===== src/rtl/vdp_port_writer_if.sv =====
// rtl/vdp_port_writer_if.sv - command, write-stream, VDP I/O and read-result bundle for vdp_port_writer
interface vdp_port_writer_if;
    logic        cmd_valid;
    logic        cmd_ready;
    logic [1:0]  cmd_type;
    logic [13:0] cmd_addr;
    logic [2:0]  cmd_reg;
    logic [7:0]  cmd_data;
    logic [13:0] cmd_len;
    logic        wr_valid;
    logic        wr_ready;
    logic [7:0]  wr_data;
    logic        io_wr;
    logic        io_rd;
    logic [7:0]  io_port;
    logic [7:0]  io_dout;
    logic [7:0]  io_din;
    logic        rd_valid;
    logic [7:0]  rd_data;
    logic        busy;

    modport slave (
        input  cmd_valid, cmd_type, cmd_addr, cmd_reg, cmd_data, cmd_len,
        input  wr_valid, wr_data, io_din,
        output cmd_ready, wr_ready, io_wr, io_rd, io_port, io_dout,
        output rd_valid, rd_data, busy
    );

    modport master (
        output cmd_valid, cmd_type, cmd_addr, cmd_reg, cmd_data, cmd_len,
        output wr_valid, wr_data, io_din,
        input  cmd_ready, wr_ready, io_wr, io_rd, io_port, io_dout,
        input  rd_valid, rd_data, busy
    );
endinterface


===== src/rtl/vdp_port_writer.sv =====
// rtl/vdp_port_writer.sv - VDP control/data port sequencer with ce-paced accesses and inter-access gap
module vdp_port_writer #(
    parameter int unsigned GAP = 2
) (
    input  logic              clk,
    input  logic              reset,
    input  logic              ce,
    vdp_port_writer_if.slave  bus
);
    typedef enum logic [2:0] {S_IDLE, S_CTRL0, S_CTRL1, S_DATA, S_GAP} state_t;

    localparam logic [3:0] GAP_W     = 4'(GAP);
    localparam logic [7:0] PORT_DATA = 8'hBE;
    localparam logic [7:0] PORT_CTRL = 8'hBF;

    state_t      state_q, state_d;
    state_t      ret_q, ret_d;
    logic [1:0]  type_q, type_d;
    logic [13:0] addr_q, addr_d;
    logic [2:0]  reg_q, reg_d;
    logic [7:0]  data_q, data_d;
    logic [13:0] rem_q, rem_d;
    logic [3:0]  gap_q, gap_d;
    logic        rd_valid_q, rd_valid_d;
    logic [7:0]  rd_data_q, rd_data_d;

    logic        acc_wr;
    logic        acc_rd;
    logic        wr_rdy;
    logic [7:0]  port;
    logic [7:0]  dout;
    state_t      after_acc;

    always_comb begin
        state_d    = state_q;
        ret_d      = ret_q;
        type_d     = type_q;
        addr_d     = addr_q;
        reg_d      = reg_q;
        data_d     = data_q;
        rem_d      = rem_q;
        gap_d      = gap_q;
        rd_valid_d = 1'b0;
        rd_data_d  = rd_data_q;
        acc_wr     = 1'b0;
        acc_rd     = 1'b0;
        wr_rdy     = 1'b0;
        port       = 8'h00;
        dout       = 8'h00;
        after_acc  = S_IDLE;

        case (state_q)
            S_IDLE: begin
                if (bus.cmd_valid) begin
                    type_d = bus.cmd_type;
                    addr_d = bus.cmd_addr;
                    reg_d  = bus.cmd_reg;
                    data_d = bus.cmd_data;
                    case (bus.cmd_type)
                        2'd0: begin
                            rem_d   = 14'd0;
                            state_d = S_CTRL0;
                        end
                        // Status read reuses DATA as a single read of the control port.
                        2'd3: begin
                            rem_d   = 14'd1;
                            state_d = S_DATA;
                        end
                        default: begin
                            rem_d   = bus.cmd_len;
                            state_d = S_CTRL0;
                        end
                    endcase
                end
            end
            S_CTRL0: begin
                if (ce) begin
                    acc_wr    = 1'b1;
                    port      = PORT_CTRL;
                    dout      = (type_q == 2'd0) ? data_q : addr_q[7:0];
                    after_acc = S_CTRL1;
                end
            end
            S_CTRL1: begin
                if (ce) begin
                    acc_wr = 1'b1;
                    port   = PORT_CTRL;
                    case (type_q)
                        2'd0:    dout = {1'b1, 4'b0000, reg_q};
                        2'd1:    dout = {2'b01, addr_q[13:8]};
                        default: dout = {2'b00, addr_q[13:8]};
                    endcase
                    after_acc = (rem_q == 14'd0) ? S_IDLE : S_DATA;
                end
            end
            S_DATA: begin
                if (ce) begin
                    if (type_q == 2'd1) begin
                        // A missing byte just stalls here; the gap already elapsed.
                        wr_rdy = 1'b1;
                        if (bus.wr_valid) begin
                            acc_wr = 1'b1;
                            port   = PORT_DATA;
                            dout   = bus.wr_data;
                        end
                    end else begin
                        acc_rd = 1'b1;
                        port   = (type_q == 2'd3) ? PORT_CTRL : PORT_DATA;
                    end
                    if (acc_wr || acc_rd) begin
                        rem_d     = rem_q - 14'd1;
                        after_acc = (rem_q == 14'd1) ? S_IDLE : S_DATA;
                    end
                end
            end
            S_GAP: begin
                if (ce) begin
                    gap_d = gap_q - 4'd1;
                    if (gap_q <= 4'd1) begin
                        state_d = ret_q;
                    end
                end
            end
            default: state_d = S_IDLE;
        endcase

        // Every access is followed by GAP idle ce cycles; with no gap go straight on.
        if (acc_wr || acc_rd) begin
            if (GAP_W == 4'd0) begin
                state_d = after_acc;
            end else begin
                state_d = S_GAP;
                ret_d   = after_acc;
                gap_d   = GAP_W;
            end
        end

        if (acc_rd) begin
            rd_valid_d = 1'b1;
            rd_data_d  = bus.io_din;
        end
    end

    always_ff @(posedge clk) begin
        if (reset) begin
            state_q    <= S_IDLE;
            ret_q      <= S_IDLE;
            type_q     <= 2'd0;
            addr_q     <= 14'd0;
            reg_q      <= 3'd0;
            data_q     <= 8'h00;
            rem_q      <= 14'd0;
            gap_q      <= 4'd0;
            rd_valid_q <= 1'b0;
            rd_data_q  <= 8'h00;
        end else begin
            state_q    <= state_d;
            ret_q      <= ret_d;
            type_q     <= type_d;
            addr_q     <= addr_d;
            reg_q      <= reg_d;
            data_q     <= data_d;
            rem_q      <= rem_d;
            gap_q      <= gap_d;
            rd_valid_q <= rd_valid_d;
            rd_data_q  <= rd_data_d;
        end
    end

    // Strobes are combinational so they land in the ce cycle itself; reset suppresses them.
    assign bus.cmd_ready = (state_q == S_IDLE);
    assign bus.busy      = (state_q != S_IDLE);
    assign bus.wr_ready  = wr_rdy && !reset;
    assign bus.io_wr     = acc_wr && !reset;
    assign bus.io_rd     = acc_rd && !reset;
    assign bus.io_port   = reset ? 8'h00 : port;
    assign bus.io_dout   = reset ? 8'h00 : dout;
    assign bus.rd_valid  = rd_valid_q;
    assign bus.rd_data   = rd_data_q;
endmodule


===== src/flat_wrapper.sv =====
// flat-port wrapper written by rule: the top's interface ports become plain ports
module vdp_port_writer_flat 
#(
    parameter int unsigned GAP = 2
)
  (clk, reset, ce, bus_cmd_valid, bus_cmd_type, bus_cmd_addr, bus_cmd_reg, bus_cmd_data, bus_cmd_len, bus_wr_valid, bus_wr_data, bus_io_din, bus_cmd_ready, bus_wr_ready, bus_io_wr, bus_io_rd, bus_io_port, bus_io_dout, bus_rd_valid, bus_rd_data, bus_busy);
  vdp_port_writer_if bus_i ();
  input  logic clk;
  input  logic reset;
  input  logic ce;
  input wire logic [$bits(bus_i.cmd_valid)-1:0] bus_cmd_valid;
  input wire logic [$bits(bus_i.cmd_type)-1:0] bus_cmd_type;
  input wire logic [$bits(bus_i.cmd_addr)-1:0] bus_cmd_addr;
  input wire logic [$bits(bus_i.cmd_reg)-1:0] bus_cmd_reg;
  input wire logic [$bits(bus_i.cmd_data)-1:0] bus_cmd_data;
  input wire logic [$bits(bus_i.cmd_len)-1:0] bus_cmd_len;
  input wire logic [$bits(bus_i.wr_valid)-1:0] bus_wr_valid;
  input wire logic [$bits(bus_i.wr_data)-1:0] bus_wr_data;
  input wire logic [$bits(bus_i.io_din)-1:0] bus_io_din;
  output wire logic [$bits(bus_i.cmd_ready)-1:0] bus_cmd_ready;
  output wire logic [$bits(bus_i.wr_ready)-1:0] bus_wr_ready;
  output wire logic [$bits(bus_i.io_wr)-1:0] bus_io_wr;
  output wire logic [$bits(bus_i.io_rd)-1:0] bus_io_rd;
  output wire logic [$bits(bus_i.io_port)-1:0] bus_io_port;
  output wire logic [$bits(bus_i.io_dout)-1:0] bus_io_dout;
  output wire logic [$bits(bus_i.rd_valid)-1:0] bus_rd_valid;
  output wire logic [$bits(bus_i.rd_data)-1:0] bus_rd_data;
  output wire logic [$bits(bus_i.busy)-1:0] bus_busy;
  assign bus_i.cmd_valid = bus_cmd_valid;
  assign bus_i.cmd_type = bus_cmd_type;
  assign bus_i.cmd_addr = bus_cmd_addr;
  assign bus_i.cmd_reg = bus_cmd_reg;
  assign bus_i.cmd_data = bus_cmd_data;
  assign bus_i.cmd_len = bus_cmd_len;
  assign bus_i.wr_valid = bus_wr_valid;
  assign bus_i.wr_data = bus_wr_data;
  assign bus_i.io_din = bus_io_din;
  assign bus_cmd_ready = bus_i.cmd_ready;
  assign bus_wr_ready = bus_i.wr_ready;
  assign bus_io_wr = bus_i.io_wr;
  assign bus_io_rd = bus_i.io_rd;
  assign bus_io_port = bus_i.io_port;
  assign bus_io_dout = bus_i.io_dout;
  assign bus_rd_valid = bus_i.rd_valid;
  assign bus_rd_data = bus_i.rd_data;
  assign bus_busy = bus_i.busy;
  vdp_port_writer #(.GAP(GAP)) u_core (.clk(clk), .reset(reset), .ce(ce), .bus(bus_i));
endmodule

===== config.mk =====
export PLATFORM = sky130hd
export DESIGN_NAME = vdp_port_writer_flat
export DESIGN_NICKNAME = d
export VERILOG_FILES = /design/src/rtl/vdp_port_writer_if.sv /design/src/rtl/vdp_port_writer.sv /design/src/flat_wrapper.sv
export SDC_FILE = /design/constraint.sdc
export NUM_CORES = 1
export LEC_CHECK = 0
export BUFFER_PORTS_ARGS = -buffer_cell sky130_fd_sc_hd__buf_2
export CORE_ASPECT_RATIO = 1.2
export CORE_UTILIZATION = 56
export DETAILED_ROUTE_END_ITERATION = 16
export PLACE_DENSITY_LB_ADDON = 0.3
export REMOVE_ABC_BUFFERS = 1
export SLEW_MARGIN = 20
export SYNTH_ARGS = -nofsm -noshare
export SYNTH_HDL_FRONTEND = slang
export SYNTH_SLANG_ARGS = --single-unit
export TNS_END_PERCENT = 50

===== constraint.sdc =====
create_clock -name clk -period 3.2 [get_ports clk]
set_input_delay 0.48 -clock clk [delete_from_list [all_inputs] [get_ports clk]]
set_output_delay 0.48 -clock clk [all_outputs]
set_load 0.01 [all_outputs]

==> flow_summary.ini <==
[floorplanning]
die-area_um2 = 6030
core_area_um2 = 5410
num_io_pins = 92
rows = 29
die_h_um = 84.8
die_w_um = 71.0
start_util_pct = 59.2

[critical_path]
crit_fanout = 16
worstSetupStartpointType = register
worstSetupPathType = reg2out
crit_chain = and3b_1, and3_1, buf_4, nor2b_1, buf_2
cp-end-kind = primary output
critical-path-slowest-cell = dfxtp_1
cp_top_family = simple AND/OR/NAND/NOR gates
worstPathRequired_ns = 2.72
path_buf_inv = 2
arrival_ns = 2.27
max_stage_delay_ns = 0.61

[drt]
dr.pass1.iters = 12
routed_wl_um = 8070
ant_nets = 0
post_drt_wl_per_cell_um = 14.8
drc_errors = 2
vias = 3183
drt_iter0_drc = 290
vias_per_cell = 5.83

[power]
power_switching_uw = 562
sequentialPowerShare_pct = 38.7
p_per_area_nw_per_um2 = 550
leakagePower_nw = 1.64
p_total_mw = 2.14
internal-power_mw = 1.58
clkPwrFrac_pct = 43.7
swShare_pct = 26.3
power_frac_comb_pct = 17.6
irDropWorstVdd_mv = 0.395

[placement]
placed_area_um2 = 3610
gp_congestion = 0.834
place_inst = 530
hpwl_um = 5470
port_buffers = 90

[grt]
first_global_vias = 3040
grt_usage_pct = 28.1
grt_pass1_wl_um = 13400
antenna_found_initial = 0
overflow = 0
grt_max_degree = 39

[cells_and_area]
multiInputGateArea_um2 = 1800
postLayoutCellArea_um2 = 3890
area.sequential_um2 = 1180
final_nets = 546
synthToLayoutAreaGrowth_pct = 21.4
nFillCells = 441
final_layout_size_suffix_gt1_share_pct = 27.1
n_antenna_cell = 0
stdcell_count = 546

[clock_tree]
holdBufCountCts = 0
cts_buffers = 9
postCtsSetupRepairBufs = 0
cts_resized = 0
clk_pin_slew_ns = 0.07
cts_tree = done
cts_sinks = 59
clk_latency_ns = 0.34
cts_max_level = 3
clock_path_buffers = 2
clock-root-buffer = clkbuf_8

[yosys]
yosysWarnings = 0
synth.top_cells.by_area = dfxtp_1, nand2_1, a21oi_1, nor2_1, o21ai_0
ys.flop_type = dfxtp_1
ys_ff_latch = 59
syn_area_per_cell_um2 = 7.93
ys_types = 58
synth.most_common_cell = nand2_1
synth_top_area_share_pct = 36.9
async_flop_share_pct = 0
yosysTopAreaCell = dfxtp_1
synth-edff-count = 0
ys_seq_area_share_pct = 36.9
syn-cell-area_um2 = 3200
synth_common_cells = nand2_1, dfxtp_1, a21oi_1
synth_cells = 404

[timing]
finalHoldViolations = 0
drv_slew = 0
hold_slack_ns = 0.374
finalSetupViolations = 0
fmax_mhz = 363
tightest_slew_ns = 0.853
finalSetupTns_ns = 0
finalCriticalPeriod_ns = 2.75
max_slew_margin_pct = 43.0
skew_ns = 0.0136
rsz0062_at_grt = false
period_share_pct = 86.0

[status]
status = complete, but fails checks
failed_checks = design-rule violations

[run]
max-cap-violations = 0

[worst_hold_path]
hold_path.class = in2reg
## layout make-up
| type | count | area share, % |
|---|---|---|
| Clock buffer | 12 | 3.99 |
| Clock inverter | 4 | 3.09 |
| Sequential cell | 59 | 30.4 |
| Tap cell | 62 | 2.00 |
| Inverter | 14 | 1.35 |
| Timing Repair Buffer | 97 | 12.9 |
| Multi-Input combinational cell | 298 | 46.3 |
## stage by stage
stage / utilization, % / setup WS [ns]
4_1_cts: 71.9 / 0.479
3_3_place_gp: 66.8 / 0.873
5_1_grt: 71.9 / 0.307
2_1_floorplan: - / 0.853
3_5_place_dp: 66.8 / 0.836
6_report: 71.9 / 0.449
## registers in the layout, summed over array words and instances, names as in the netlist, 3 cells and up
| signal | flops |
|---|---|
| u_core.state_q | 3 |
| u_core.addr_q | 14 |
| u_core.gap_q | 4 |
| u_core.data_q | 8 |
| u_core.rem_q | 14 |
| u_core.reg_q | 3 |
| u_core.bus.rd_data | 8 |
## worst paths after layout
path / from / to / slack [ns] / cells past startpoint
worst min-delay path: bus_cmd_addr[7] / u_core.addr_q[7] / 0.37 / 3
worst max-delay path: u_core.state_q[0] / bus_io_rd / 0.45 / 5
worst min register to register: u_core.addr_q[9] / u_core.addr_q[9] / 0.46 / 2
worst max register to register: u_core.state_q[0] / u_core.rem_q[10] / 1.09 / 4
## power by group through the flow
stage,registers [mW],clock network [mW],logic (mW)
floorplan,0.830,0,0.240
global placement,0.839,0,0.362
detailed placement,0.842,0,0.368
CTS,0.825,0.945,0.371
global route,0.833,0.979,0.416
finish,0.826,0.935,0.376
## kinds of logic (layout without fill, tap and decap cells)
| group | Yosys count | in the layout | share of synthesized area [%] |
|---|---|---|---|
| xor+xnor | 4 | 4 | 1.09 |
| simple gates | 171 | 171 | 28.0 |
| flops | 59 | 59 | 36.9 |
| other cells | 1 | 1 | 0.117 |
| compound gates | 102 | 102 | 20.0 |
| buf+inv | 47 | 127 | 6.96 |
| mux | 15 | 15 | 4.96 |
| fa+ha+maj | 5 | 5 | 1.95 |
## worst reg2reg max path: stages (launching register included)
cell	delay, ns
dfxtp_1	0.61
and3b_1	0.61
a31o_2	0.38
o21ai_0	0.12
a221oi_1	0.29
## cells in the final DEF (no fill, tap or decap), types with 3 or more instances in the layout
| master | n |
|---|---|
| a21oi_1 | 50 |
| a222oi_1 | 5 |
| a31oi_1 | 4 |
| a32oi_1 | 3 |
| and3_1 | 9 |
| and4_1 | 3 |
| buf_2 | 90 |
| buf_4 | 7 |
| bufinv_16 | 4 |
| clkbuf_8 | 11 |
| dfxtp_1 | 59 |
| ha_1 | 5 |
| inv_1 | 14 |
| mux2_2 | 7 |
| mux2i_1 | 8 |
| nand2_1 | 69 |
| nand2b_1 | 4 |
| nand3_1 | 7 |
| nand3b_1 | 3 |
| nand4_1 | 8 |
| nor2_1 | 32 |
| nor2b_1 | 5 |
| nor3_1 | 9 |
| nor4_1 | 4 |
| o21ai_0 | 17 |
| xor2_1 | 3 |
## layer usage
| metal | global-route usage [%] | up-vias | share of wire, % |
|---|---|---|---|
| li1 | - | 1588 | - |
| met1 | 35.1 | 1446 | 42 |
| met2 | 47.1 | 138 | 51 |
| met3 | 5.34 | 11 | 6.1 |
| met4 | 12.5 | 0 | 1.4 |
| met5 | 0 | - | 0 |
Note: power is estimated with default switching activity, not from simulation.
